==> src/rtl/decode_queue_if.sv <==
// Decode-queue types and the fetch/EX-facing signal bundle.
package decode_queue_pkg;
    typedef logic [31:0] rv32i_word;
    typedef logic [31:0] rv32i_inst_t;

    typedef enum logic [6:0] {
        op_lui   = 7'b0110111,
        op_auipc = 7'b0010111,
        op_jal   = 7'b1101111,
        op_jalr  = 7'b1100111,
        op_br    = 7'b1100011,
        op_load  = 7'b0000011,
        op_store = 7'b0100011,
        op_imm   = 7'b0010011,
        op_reg   = 7'b0110011,
        op_csr   = 7'b1110011
    } rv32i_opcode;

    typedef enum logic [2:0] {
        alu_add = 3'b000, alu_sll = 3'b001, alu_sra = 3'b010, alu_sub = 3'b011,
        alu_xor = 3'b100, alu_srl = 3'b101, alu_or  = 3'b110, alu_and = 3'b111
    } alu_ops;

    typedef enum logic [2:0] {
        beq = 3'b000, bne = 3'b001, blt = 3'b100, bge = 3'b101, bltu = 3'b110, bgeu = 3'b111
    } branch_funct3_t;

    typedef enum logic { alumux1_rs1_out = 1'b0, alumux1_pc_out = 1'b1 } alumux1_sel_t;

    typedef enum logic [2:0] {
        alumux2_i_imm = 3'd0, alumux2_u_imm = 3'd1, alumux2_b_imm = 3'd2,
        alumux2_s_imm = 3'd3, alumux2_j_imm = 3'd4, alumux2_rs2_out = 3'd5
    } alumux2_sel_t;

    typedef enum logic { cmpmux_rs2_out = 1'b0, cmpmux_i_imm = 1'b1 } cmpmux_sel_t;

    typedef enum logic [3:0] {
        rf_alu_out = 4'd0, rf_br_en = 4'd1, rf_u_imm = 4'd2, rf_lw = 4'd3, rf_pc_plus4 = 4'd4,
        rf_lb = 4'd5, rf_lbu = 4'd6, rf_lh = 4'd7, rf_lhu = 4'd8
    } regfilemux_sel_t;

    typedef struct packed {
        alu_ops         aluop;
        alumux1_sel_t   alumux1_sel;
        alumux2_sel_t   alumux2_sel;
        cmpmux_sel_t    cmpmux_sel;
        branch_funct3_t cmpop;
        logic           is_branch;
    } ex_ctrl_t;

    typedef struct packed {
        logic       mem_read;
        logic       mem_write;
        logic [2:0] store_funct3;
    } mem_ctrl_t;

    typedef struct packed {
        logic            load_regfile;
        regfilemux_sel_t regfilemux_sel;
    } wb_ctrl_t;

    typedef struct packed {
        logic       valid;
        rv32i_word  pc;
        logic [6:0] opcode;
        ex_ctrl_t   ex;
        mem_ctrl_t  mem;
        wb_ctrl_t   wb;
    } ctrl_word_t;
endpackage

// Fetch-side and EX-side handshakes plus flush. The slave modport is the
// queue itself; master is the surrounding pipeline (fetch + EX).
interface decode_queue_if #(parameter int DEPTH = 2);
    import decode_queue_pkg::*;

    logic                         in_valid;
    logic                         in_ready;
    rv32i_word                    in_pc;
    rv32i_inst_t                  in_instr;
    logic                         flush;
    logic                         out_valid;
    logic                         out_ready;
    ctrl_word_t                   out_ctrl;
    logic [4:0]                   out_rs1;
    logic [4:0]                   out_rs2;
    logic [4:0]                   out_rd;
    logic                         out_illegal;
    logic [$clog2(DEPTH+1)-1:0]   occupancy;

    modport master (
        output in_valid, in_pc, in_instr, flush, out_ready,
        input  in_ready, out_valid, out_ctrl, out_rs1, out_rs2, out_rd, out_illegal, occupancy
    );

    modport slave (
        input  in_valid, in_pc, in_instr, flush, out_ready,
        output in_ready, out_valid, out_ctrl, out_rs1, out_rs2, out_rd, out_illegal, occupancy
    );
endinterface

==> src/rtl/decode_queue.sv <==
// Registered ID-stage decoder: decodes fetched (pc, instr) pairs and buffers
// them in an in-order FIFO toward EX, with single-cycle flush.
module decode_queue
    import decode_queue_pkg::*;
#(
    parameter int DEPTH        = 2,
    parameter bit ILLEGAL_TRAP = 1'b1
) (
    input  logic          clk,
    input  logic          rst,
    decode_queue_if.slave dq
);
    localparam int PTR_W = $clog2(DEPTH);
    localparam int CNT_W = $clog2(DEPTH + 1);

    typedef struct packed {
        ctrl_word_t ctrl;
        logic [4:0] rs1;
        logic [4:0] rs2;
        logic [4:0] rd;
        logic       illegal;
    } entry_t;

    logic [6:0] opcode;
    logic [2:0] funct3;
    logic [6:0] funct7;
    assign opcode = dq.in_instr[6:0];
    assign funct3 = dq.in_instr[14:12];
    assign funct7 = dq.in_instr[31:25];

    ctrl_word_t dec_ctrl;
    logic       dec_illegal;
    entry_t     wr_entry;

    // Decode the incoming instruction into its control word and legality.
    always_comb begin
        dec_ctrl        = '0;
        dec_illegal     = 1'b0;
        dec_ctrl.valid  = 1'b1;
        dec_ctrl.pc     = dq.in_pc;
        dec_ctrl.opcode = opcode;
        case (opcode)
            op_lui: begin
                dec_ctrl.wb.load_regfile   = 1'b1;
                dec_ctrl.wb.regfilemux_sel = rf_u_imm;
            end
            op_auipc: begin
                dec_ctrl.ex.alumux1_sel    = alumux1_pc_out;
                dec_ctrl.ex.alumux2_sel    = alumux2_u_imm;
                dec_ctrl.ex.aluop          = alu_add;
                dec_ctrl.wb.load_regfile   = 1'b1;
                dec_ctrl.wb.regfilemux_sel = rf_alu_out;
            end
            op_jal: begin
                dec_ctrl.ex.alumux1_sel    = alumux1_pc_out;
                dec_ctrl.ex.alumux2_sel    = alumux2_j_imm;
                dec_ctrl.wb.load_regfile   = 1'b1;
                dec_ctrl.wb.regfilemux_sel = rf_pc_plus4;
            end
            op_jalr: begin
                dec_ctrl.ex.alumux1_sel    = alumux1_rs1_out;
                dec_ctrl.ex.alumux2_sel    = alumux2_i_imm;
                dec_ctrl.wb.load_regfile   = 1'b1;
                dec_ctrl.wb.regfilemux_sel = rf_pc_plus4;
                dec_illegal                = (funct3 != 3'b000);
            end
            op_br: begin
                dec_ctrl.ex.alumux1_sel = alumux1_pc_out;
                dec_ctrl.ex.alumux2_sel = alumux2_b_imm;
                dec_ctrl.ex.aluop       = alu_add;
                dec_ctrl.ex.cmpmux_sel  = cmpmux_rs2_out;
                dec_ctrl.ex.cmpop       = branch_funct3_t'(funct3);
                dec_ctrl.ex.is_branch   = 1'b1;
                dec_illegal             = (funct3 == 3'b010) || (funct3 == 3'b011);
            end
            op_store: begin
                dec_ctrl.ex.alumux2_sel   = alumux2_s_imm;
                dec_ctrl.mem.mem_write    = 1'b1;
                dec_ctrl.mem.store_funct3 = funct3;
                dec_illegal               = (funct3 > 3'b010);
            end
            op_load: begin
                dec_ctrl.ex.alumux2_sel  = alumux2_i_imm;
                dec_ctrl.mem.mem_read    = 1'b1;
                dec_ctrl.wb.load_regfile = 1'b1;
                case (funct3)
                    3'b000:  dec_ctrl.wb.regfilemux_sel = rf_lb;
                    3'b001:  dec_ctrl.wb.regfilemux_sel = rf_lh;
                    3'b010:  dec_ctrl.wb.regfilemux_sel = rf_lw;
                    3'b100:  dec_ctrl.wb.regfilemux_sel = rf_lbu;
                    3'b101:  dec_ctrl.wb.regfilemux_sel = rf_lhu;
                    default: dec_illegal = 1'b1;
                endcase
            end
            op_imm, op_reg: begin
                dec_ctrl.wb.load_regfile = 1'b1;
                case (funct3)
                    3'b010, 3'b011: begin
                        // Set-less-than is resolved by the comparator, not the ALU.
                        dec_ctrl.ex.cmpmux_sel     = (opcode == op_reg) ? cmpmux_rs2_out : cmpmux_i_imm;
                        dec_ctrl.ex.cmpop          = funct3[0] ? bltu : blt;
                        dec_ctrl.wb.regfilemux_sel = rf_br_en;
                    end
                    3'b101:  dec_ctrl.ex.aluop = funct7[5] ? alu_sra : alu_srl;
                    3'b000:  dec_ctrl.ex.aluop = (opcode == op_reg && funct7[5]) ? alu_sub : alu_add;
                    default: dec_ctrl.ex.aluop = alu_ops'(funct3);
                endcase
                if (opcode == op_reg) begin
                    if (funct3 != 3'b010 && funct3 != 3'b011)
                        dec_ctrl.ex.alumux2_sel = alumux2_rs2_out;
                    if (funct3 == 3'b101)
                        dec_ctrl.wb.regfilemux_sel = rf_alu_out;
                    dec_illegal = (funct7 != 7'h00 && funct7 != 7'h20) ||
                                  (funct7 == 7'h20 && funct3 != 3'b000 && funct3 != 3'b101);
                end else begin
                    dec_illegal = (funct3 == 3'b001 && funct7 != 7'h00) ||
                                  (funct3 == 3'b101 && funct7 != 7'h00 && funct7 != 7'h20);
                end
            end
            default: dec_illegal = 1'b1;
        endcase
    end

    // Form the stored entry: illegal entries keep only pc/opcode; unused indices are zeroed.
    always_comb begin
        wr_entry = '0;
        if (dec_illegal) begin
            wr_entry.ctrl.pc     = dq.in_pc;
            wr_entry.ctrl.opcode = opcode;
            wr_entry.illegal     = 1'b1;
        end else begin
            wr_entry.ctrl = dec_ctrl;
            wr_entry.rd   = (opcode == op_br || opcode == op_store) ? 5'd0 : dq.in_instr[11:7];
            wr_entry.rs1  = (opcode == op_lui || opcode == op_auipc || opcode == op_jal)
                            ? 5'd0 : dq.in_instr[19:15];
            wr_entry.rs2  = (opcode == op_reg || opcode == op_br || opcode == op_store)
                            ? dq.in_instr[24:20] : 5'd0;
        end
    end

    entry_t             mem_q [DEPTH];
    logic [PTR_W-1:0]   wr_ptr_q, wr_ptr_d;
    logic [PTR_W-1:0]   rd_ptr_q, rd_ptr_d;
    logic [CNT_W-1:0]   count_q, count_d;
    logic               push, pop;

    // in_ready depends only on the registered count, so a full queue frees a
    // slot one cycle after the pop rather than through a ready->ready path.
    assign dq.in_ready  = (count_q < CNT_W'(DEPTH));
    assign dq.out_valid = (count_q != '0);
    assign push = dq.in_valid && dq.in_ready && !dq.flush && (ILLEGAL_TRAP || !dec_illegal);
    assign pop  = dq.out_valid && dq.out_ready && !dq.flush;

    // Next-state for pointers and count; flush overrides any push/pop.
    always_comb begin
        wr_ptr_d = wr_ptr_q;
        rd_ptr_d = rd_ptr_q;
        count_d  = count_q;
        if (dq.flush) begin
            wr_ptr_d = '0;
            rd_ptr_d = '0;
            count_d  = '0;
        end else begin
            if (push) wr_ptr_d = wr_ptr_q + PTR_W'(1);
            if (pop)  rd_ptr_d = rd_ptr_q + PTR_W'(1);
            case ({push, pop})
                2'b10:   count_d = count_q + CNT_W'(1);
                2'b01:   count_d = count_q - CNT_W'(1);
                default: count_d = count_q;
            endcase
        end
    end

    // Pointer and count registers.
    always_ff @(posedge clk or negedge rst) begin
        if (!rst) begin
            wr_ptr_q <= '0;
            rd_ptr_q <= '0;
            count_q  <= '0;
        end else begin
            wr_ptr_q <= wr_ptr_d;
            rd_ptr_q <= rd_ptr_d;
            count_q  <= count_d;
        end
    end

    // Entry storage, written at the write pointer on each push.
    always_ff @(posedge clk or negedge rst) begin
        if (!rst) begin
            for (int i = 0; i < DEPTH; i++) mem_q[i] <= '0;
        end else if (push) begin
            mem_q[wr_ptr_q] <= wr_entry;
        end
    end

    assign dq.out_ctrl    = mem_q[rd_ptr_q].ctrl;
    assign dq.out_rs1     = mem_q[rd_ptr_q].rs1;
    assign dq.out_rs2     = mem_q[rd_ptr_q].rs2;
    assign dq.out_rd      = mem_q[rd_ptr_q].rd;
    assign dq.out_illegal = mem_q[rd_ptr_q].illegal;
    assign dq.occupancy   = count_q;
endmodule

==> src/flat_wrapper.sv <==
// flat-port wrapper written by rule: the top's interface ports become plain ports
module decode_queue_flat import decode_queue_pkg::*;
#(
    parameter int DEPTH        = 2,
    parameter bit ILLEGAL_TRAP = 1'b1
)
  (clk, rst, dq_in_valid, dq_in_pc, dq_in_instr, dq_flush, dq_out_ready, dq_in_ready, dq_out_valid, dq_out_ctrl, dq_out_rs1, dq_out_rs2, dq_out_rd, dq_out_illegal, dq_occupancy);
  decode_queue_if #(.DEPTH(DEPTH)) dq_i ();
  input  logic clk;
  input  logic rst;
  input wire logic [$bits(dq_i.in_valid)-1:0] dq_in_valid;
  input wire logic [$bits(dq_i.in_pc)-1:0] dq_in_pc;
  input wire logic [$bits(dq_i.in_instr)-1:0] dq_in_instr;
  input wire logic [$bits(dq_i.flush)-1:0] dq_flush;
  input wire logic [$bits(dq_i.out_ready)-1:0] dq_out_ready;
  output wire logic [$bits(dq_i.in_ready)-1:0] dq_in_ready;
  output wire logic [$bits(dq_i.out_valid)-1:0] dq_out_valid;
  output wire logic [$bits(dq_i.out_ctrl)-1:0] dq_out_ctrl;
  output wire logic [$bits(dq_i.out_rs1)-1:0] dq_out_rs1;
  output wire logic [$bits(dq_i.out_rs2)-1:0] dq_out_rs2;
  output wire logic [$bits(dq_i.out_rd)-1:0] dq_out_rd;
  output wire logic [$bits(dq_i.out_illegal)-1:0] dq_out_illegal;
  output wire logic [$bits(dq_i.occupancy)-1:0] dq_occupancy;
  assign dq_i.in_valid = dq_in_valid;
  assign dq_i.in_pc = dq_in_pc;
  assign dq_i.in_instr = dq_in_instr;
  assign dq_i.flush = dq_flush;
  assign dq_i.out_ready = dq_out_ready;
  assign dq_in_ready = dq_i.in_ready;
  assign dq_out_valid = dq_i.out_valid;
  assign dq_out_ctrl = dq_i.out_ctrl;
  assign dq_out_rs1 = dq_i.out_rs1;
  assign dq_out_rs2 = dq_i.out_rs2;
  assign dq_out_rd = dq_i.out_rd;
  assign dq_out_illegal = dq_i.out_illegal;
  assign dq_occupancy = dq_i.occupancy;
  decode_queue #(.DEPTH(DEPTH), .ILLEGAL_TRAP(ILLEGAL_TRAP)) u_core (.clk(clk), .rst(rst), .dq(dq_i));
endmodule
==> config.mk <==
export PLATFORM = sky130hd
export DESIGN_NAME = decode_queue_flat
export DESIGN_NICKNAME = d
export VERILOG_FILES = /design/src/rtl/decode_queue_if.sv /design/src/rtl/decode_queue.sv /design/src/flat_wrapper.sv
export SDC_FILE = /design/constraint.sdc
export NUM_CORES = 1
export LEC_CHECK = 0
export ABC_AREA = 1
export BUFFER_PORTS_ARGS = -buffer_cell sky130_fd_sc_hd__buf_2
export CORE_MARGIN = 4
export CORE_UTILIZATION = 60
export CTS_CLUSTER_SIZE = 25
export DETAILED_ROUTE_END_ITERATION = 8
export HOLD_SLACK_MARGIN = 0.03
export PLACE_DENSITY = 0.95
export SYNTH_ARGS = -nofsm -noshare
export SYNTH_HDL_FRONTEND = slang
export SYNTH_SLANG_ARGS = --single-unit
export TNS_END_PERCENT = 30
==> constraint.sdc <==
create_clock -name clk -period 3.4 [get_ports clk]
set_clock_uncertainty 0.2 [all_clocks]
set_input_delay 0.34 -clock clk [delete_from_list [all_inputs] [get_ports clk]]
set_output_delay 0.34 -clock clk [all_outputs]
set_load 0.02 [all_outputs]
======== Yosys cells after proc, flatten, opt, wreduce, memory -nomap -nowiden ========
Cells that the tools add are included.
W data, S select, Z words.
word-level totals
  register bits after elaboration ......... 160
  input port bits ......................... 69
  logic and storage cells ................. 147
cells by class
  add/sub/neg operators ................... 4
  $lt $le $gt $ge ......................... 5
  equality and inequality tests ........... 21
  muxes and demuxes ....................... 41
  bitwise gates (word level) .............. 2
  reduce and logical (&&, ||, !) cells .... 35
operators by type and width
  cell                  count
  $mux W78              4
  $bwmux W156           1
  $demux W78 S1         1
  $mux W37              1
  $eq A7 B6 Y1 const B  4
  $pmux W5 S5           1
  $eq A7 B7 Y1 const B  3
  $pmux W4 S5           1
  $mux W5               3
  $pmux W3 S5           1
  $eq A7 B5 Y1 const B  2
  $mux W1               14
  $logic_and A1 B1 Y1   13
  $mux W3               4
  $mux W4               3
  $pmux W3 S3           1
  $logic_or A1 B1 Y1    8
  $pmux W4 S2           1
  $eq A7 B2 Y1 const B  1
  $ne A7 B6 Y1 const B  1
  $reduce_bool A7 Y1    1
  $eq A3 B2 Y1 const B  2
  $eq A3 B3 Y1 const B  2
  $mux W2               3
  other kinds (22)      32

======== Depth between registers and ports, before layout ========
  depth after elaboration ................. 8
  gate-level depth with buffers ........... 12
  mapped depth without buffers ............ 11

======== Worst setup path after synthesis ========
Ideal clock, no wire load.
  path type ............................... register to output
  from .................................... register u_core.rd_ptr_q
  to ...................................... output dq_out_ctrl[42]
  arrival ................................. 1.378 ns
  path slack .............................. 1.482 ns
  stages on the path, launching flop included .. 7
  cell sequence ........................... dfrtp_1 -> clkbuf_1 -> inv_2 -> clkbuf_1 -> buf_1 -> nand2_1 -> nand2_1
on the way
  longest elaborated chain between the ends .. 4
RTL lines
  element                                      RTL line             text
  start: declaration                           decode_queue.sv:143  logic [PTR_W-1:0] rd_ptr_q, rd_ptr_d;
  start signal: assignment                     decode_queue.sv:182  rd_ptr_q <= rd_ptr_d;
  $not A1 Y2 (implied by the code)             decode_queue.sv:196  assign dq.out_ctrl = mem_q[rd_ptr_q].ctrl;
  $mux W78 (implied by the code) (3 in a row)  decode_queue.sv:196
  end: declaration                             flat_wrapper.sv:18   output wire logic [$bits(dq_i.out_ctrl)-1:0] dq_out_ctrl;
No other way between the ends. The select of a mux whose other input is x is not followed.

======== Worst setup path in the final report ========
  from .................................... input dq_in_instr[1]
  to ...................................... register u_core.mem_q[77] (netlist name)
on the way
  longest elaborated chain between the ends .. 5
  elaborated cells on any way between the ends .. 15
  those cells by class .................... eq/ne: 9; mux: 4; reduce/logical: 2
RTL lines
  element                                                          RTL line             text
  start: declaration                                               flat_wrapper.sv:13   input wire logic [$bits(dq_i.in_instr)-1:0] dq_in_instr;
  $eq A7 B7 Y1, or another cell as far along                       decode_queue.sv:42   case (opcode)
  $reduce_or A3 Y1 (no source line), or another cell as far along  n/a
  $pmux W1 S6 *                                                    decode_queue.sv:42
  $mux W1 *                                                        decode_queue.sv:127  if (dec_illegal) begin
  $bwmux W156 *                                                    decode_queue.sv:192  mem_q[wr_ptr_q] <= wr_entry;
  end signal: indexed assignment                                   decode_queue.sv:192
  end: declaration                                                 decode_queue.sv:141  entry_t mem_q [DEPTH];
Every way passes the cells marked *; elsewhere a longest branch is shown, timed or not.
A chain may end at the register's enable or synchronous reset.

==> impl_metrics.csv <==
group,metric,value,unit
setup_path,max_stage_delay,0.63,ns
logic_synthesis,yosysTopAreaCell,"dfrtp_1",
floorplanning,fp.dieH,122,um
logic_synthesis,ys_top_cells_by_count,"502 x nand2_1, 160 x dfrtp_1, 93 x o21ai_0",
layout,nets,1269,
setup_path,critPathCaptureType,"flip-flop",
setup_path,crit_chain,"dlygate4sd3_1 -> buf_2 -> nand2_2 -> inv_2 -> nand2_4 -> nor2_1 -> nand2_1 -> nand4_1 -> nor2_4 -> nand2_1 -> o21ai_0",
logic_synthesis,synthArstFlopShare,1.00,
logic_synthesis,syn-cell-area,0.00778,mm2
logic_synthesis,synth_seq_cells,160,
setup_path,critical_path_required,3.54,ns
sta,slew-limit-headroom,0.412,
clocking,clockBufferDepth,2,
power,cellLeakagePower,5.58,nW
hold_path,worstHoldEndpoint,"u_core.mem_q[41]$_DFFE_PN0P_",
drt,drc,0,
logic_synthesis,yosysMostFrequentCell,"nand2_1",
setup_path,worstSetupPathType,"input port to flip-flop",
setup_path,reg2regPathDepth,9,
layout,area_delta_synth_final,23.6,%
drt,drt_iter0_markers,985,
setup_path,r2r_slack,0.97,ns
run,maxCapViolations,0,
setup_path,crit_top_cell,"nand2_1",
global_routing,overflow,0,
drt,wirelength,22200,um
clocking,post_cts_buffers,0,
floorplanning,rows,41,
drt,antenna_left,0,
power,powerDensity,722,mW/mm2
sta,min_period_over_period,0.782,
logic_synthesis,ys_warn_count,0,
placed_design,gp_congestion,0.980,
sta,grt_setup_unrepaired,"false",
drt,via_per_inst,5.61,
global_routing,grt_pass1_vias,7537,
global_routing,grt_max_degree,92,
setup_path,critPathSlowestCell,"nor2_4",
sta,fin_tns_setup,0,ns
logic_synthesis,ys_top_cells_by_area,"dfrtp_1 51%, nand2_1 24%, o21ai_0 6.0%",
setup_path,start_kind,"input port",
floorplanning,start_util,0.614,
drt,wl_per_cell,16.1,um
sta,whs,0.0363,ns
clocking,clk_latency,0.42,ns
sta,final_max_slew_viol_count,0,
clocking,clk_pin_slew,0.06,ns
sta,finalHoldViolCount,0,
drt,dr.pass1.iters,6,
global_routing,grt_usage,0.304,
hold_path,whs_path_depth,3,
logic_synthesis,post-synth-top-area-fraction,0.515,
global_routing,grt_pass1_wl,35700,um
drt,routed-via-count,7775,
floorplanning,coreArea,0.0127,mm2
floorplanning,ios,151,
sta,worstMarginPinSlew,0.882,ns
logic_synthesis,synthFlopType,"dfrtp_1",
logic_synthesis,synthCells,1044,
floorplanning,die_x,122,um
logic_synthesis,synth-edff-count,0,
hold_path,min_from,"dq_in_instr[3]",
clocking,numCtsBuffers,17,
clocking,clock_sinks,160,
sta,finalCriticalPeriod,2.66,ns
status,status,"finished clean",
clocking,cts_htree_levels,4,
power,vdd_drop_max,0.000367,V
logic_synthesis,synth.distinct_cells,27,
layout,drive_gt1_frac,0.179,
global_routing,antenna_found_initial,2,
setup_path,cp.arrival,2.79,ns
sta,setup_violations,0,
clocking,clk_root_buffer_cell,"clkbuf_16",
placed_design,post-dp-hpwl,12900,um
logic_synthesis,syn_nets,1113,
setup_path,crit-reg2reg-launch,"u_core.dq.occupancy[1]$_DFFE_PN0P_",
setup_path,r2r-end,"u_core.mem_q[108]$_DFFE_PN0P_",
logic_synthesis,syn_avg_cell_area,7.45,um2
sta,fmax,376,MHz
floorplanning,dieArea,0.0149,mm2
clocking,cts_tree,"yes",
hold_path,hp-class,"input port to flip-flop",
placed_design,io_buffer_count,150,
setup_path,crit_fanout,36,
logic_synthesis,ys_seq_area_frac,0.515,
[layout make-up]
cell class              instances  area, um2
diodes                          1       2.50
clock buffers                  21        480
clock inverters                10        134
fillers                       842       3060
inverters                      84        318
multi-input cells             736       3160
flip-flops and latches        160       4010
well taps                     172        215
repair buffers                201       1300
[report_power, final]
| part | internal, W | switching (W) | total (W) |
|---|---|---|---|
| Clock | 0.00122 | 0.000748 | 0.00197 |
| Sequential | 0.00244 | 0.000313 | 0.00275 |
| Combinational | 0.000707 | 0.00151 | 0.00221 |
| Total | 0.00437 | 0.00257 | 0.00694 |
[routing by layer]
metal | track usage | share of wire | vias to the layer above
li1 | - | - | 3606
met1 | 0.380 | 0.38 | 3610
met2 | 0.508 | 0.49 | 472
met3 | 0.0706 | 0.091 | 85
met4 | 0.132 | 0.034 | 2
met5 | 0 | 0.00081 | -
[worst max-delay path by stage]
| stage | start | end | slack, ns |
|---|---|---|---|
| 6_report | dq_in_instr[1] | u_core.mem_q[77]$_DFFE_PN0P_ | 0.74 |
| 5_1_grt | dq_in_instr[2] | u_core.mem_q[77]$_DFFE_PN0P_ | 0.50 |
| 4_1_cts | dq_in_instr[2] | u_core.mem_q[77]$_DFFE_PN0P_ | 0.78 |
| 3_5_place_dp | dq_in_instr[3] | u_core.mem_q[155]$_DFFE_PN0P_ | 0.89 |
| 3_3_place_gp | dq_in_instr[6] | u_core.mem_q[18]$_DFFE_PN0P_ | 0.92 |
| 2_1_floorplan | u_core.rd_ptr_q$_DFFE_PN0P_ | dq_out_ctrl[42] | 1.48 |
[through the flow]
stage,setup WS (ns),power (W),utilization,cells,instance area (um2)
global placement,0.920,0.00476,0.680,1315,8620
finish,0.743,0.00694,0.759,1385,9610
CTS,0.776,0.00686,0.758,1383,9600
detailed placement,0.889,0.00485,0.680,1315,8620
global route,0.503,0.00731,0.759,1385,9610
floorplan,1.48,0.00411,-,1044,7780
[state kept, by name, summed over array words and instances, names as in the netlist]
name	cells
u_core.wr_ptr_q	1
u_core.rd_ptr_q	1
u_core.dq.occupancy	2
u_core.mem_q	156
[what timing repair did]
action,4_1_cts,5_1_grt
gates resized for setup,0,0
hold buffers,37,1
endpoints found under the hold margin,157,1
[cell families after synthesis]
family,share of synthesized area
simple gates,0.337
compound gates,0.0680
flops,0.515
xor+xnor,0.00113
buf+inv,0.0796
[placed cells by master (no fill, tap or decap), drive strengths merged, types with 5 or more instances in the layout]
| cell type | instances |
|---|---|
| clkbuf | 21 |
| nand3 | 19 |
| nor2 | 37 |
| clkinv | 7 |
| a21oi | 5 |
| buf | 163 |
| inv | 82 |
| o21ai | 95 |
| nand2 | 505 |
| nand4 | 68 |
| dfrtp | 160 |
| dlygate4sd3 | 38 |
[critical path: cells and delay by family]
kind	cells	cell delay (ns)
simple gates	7	1.46
buf+inv	3	0.73
compound gates	1	0.25
(Power assumes the default switching activity.)
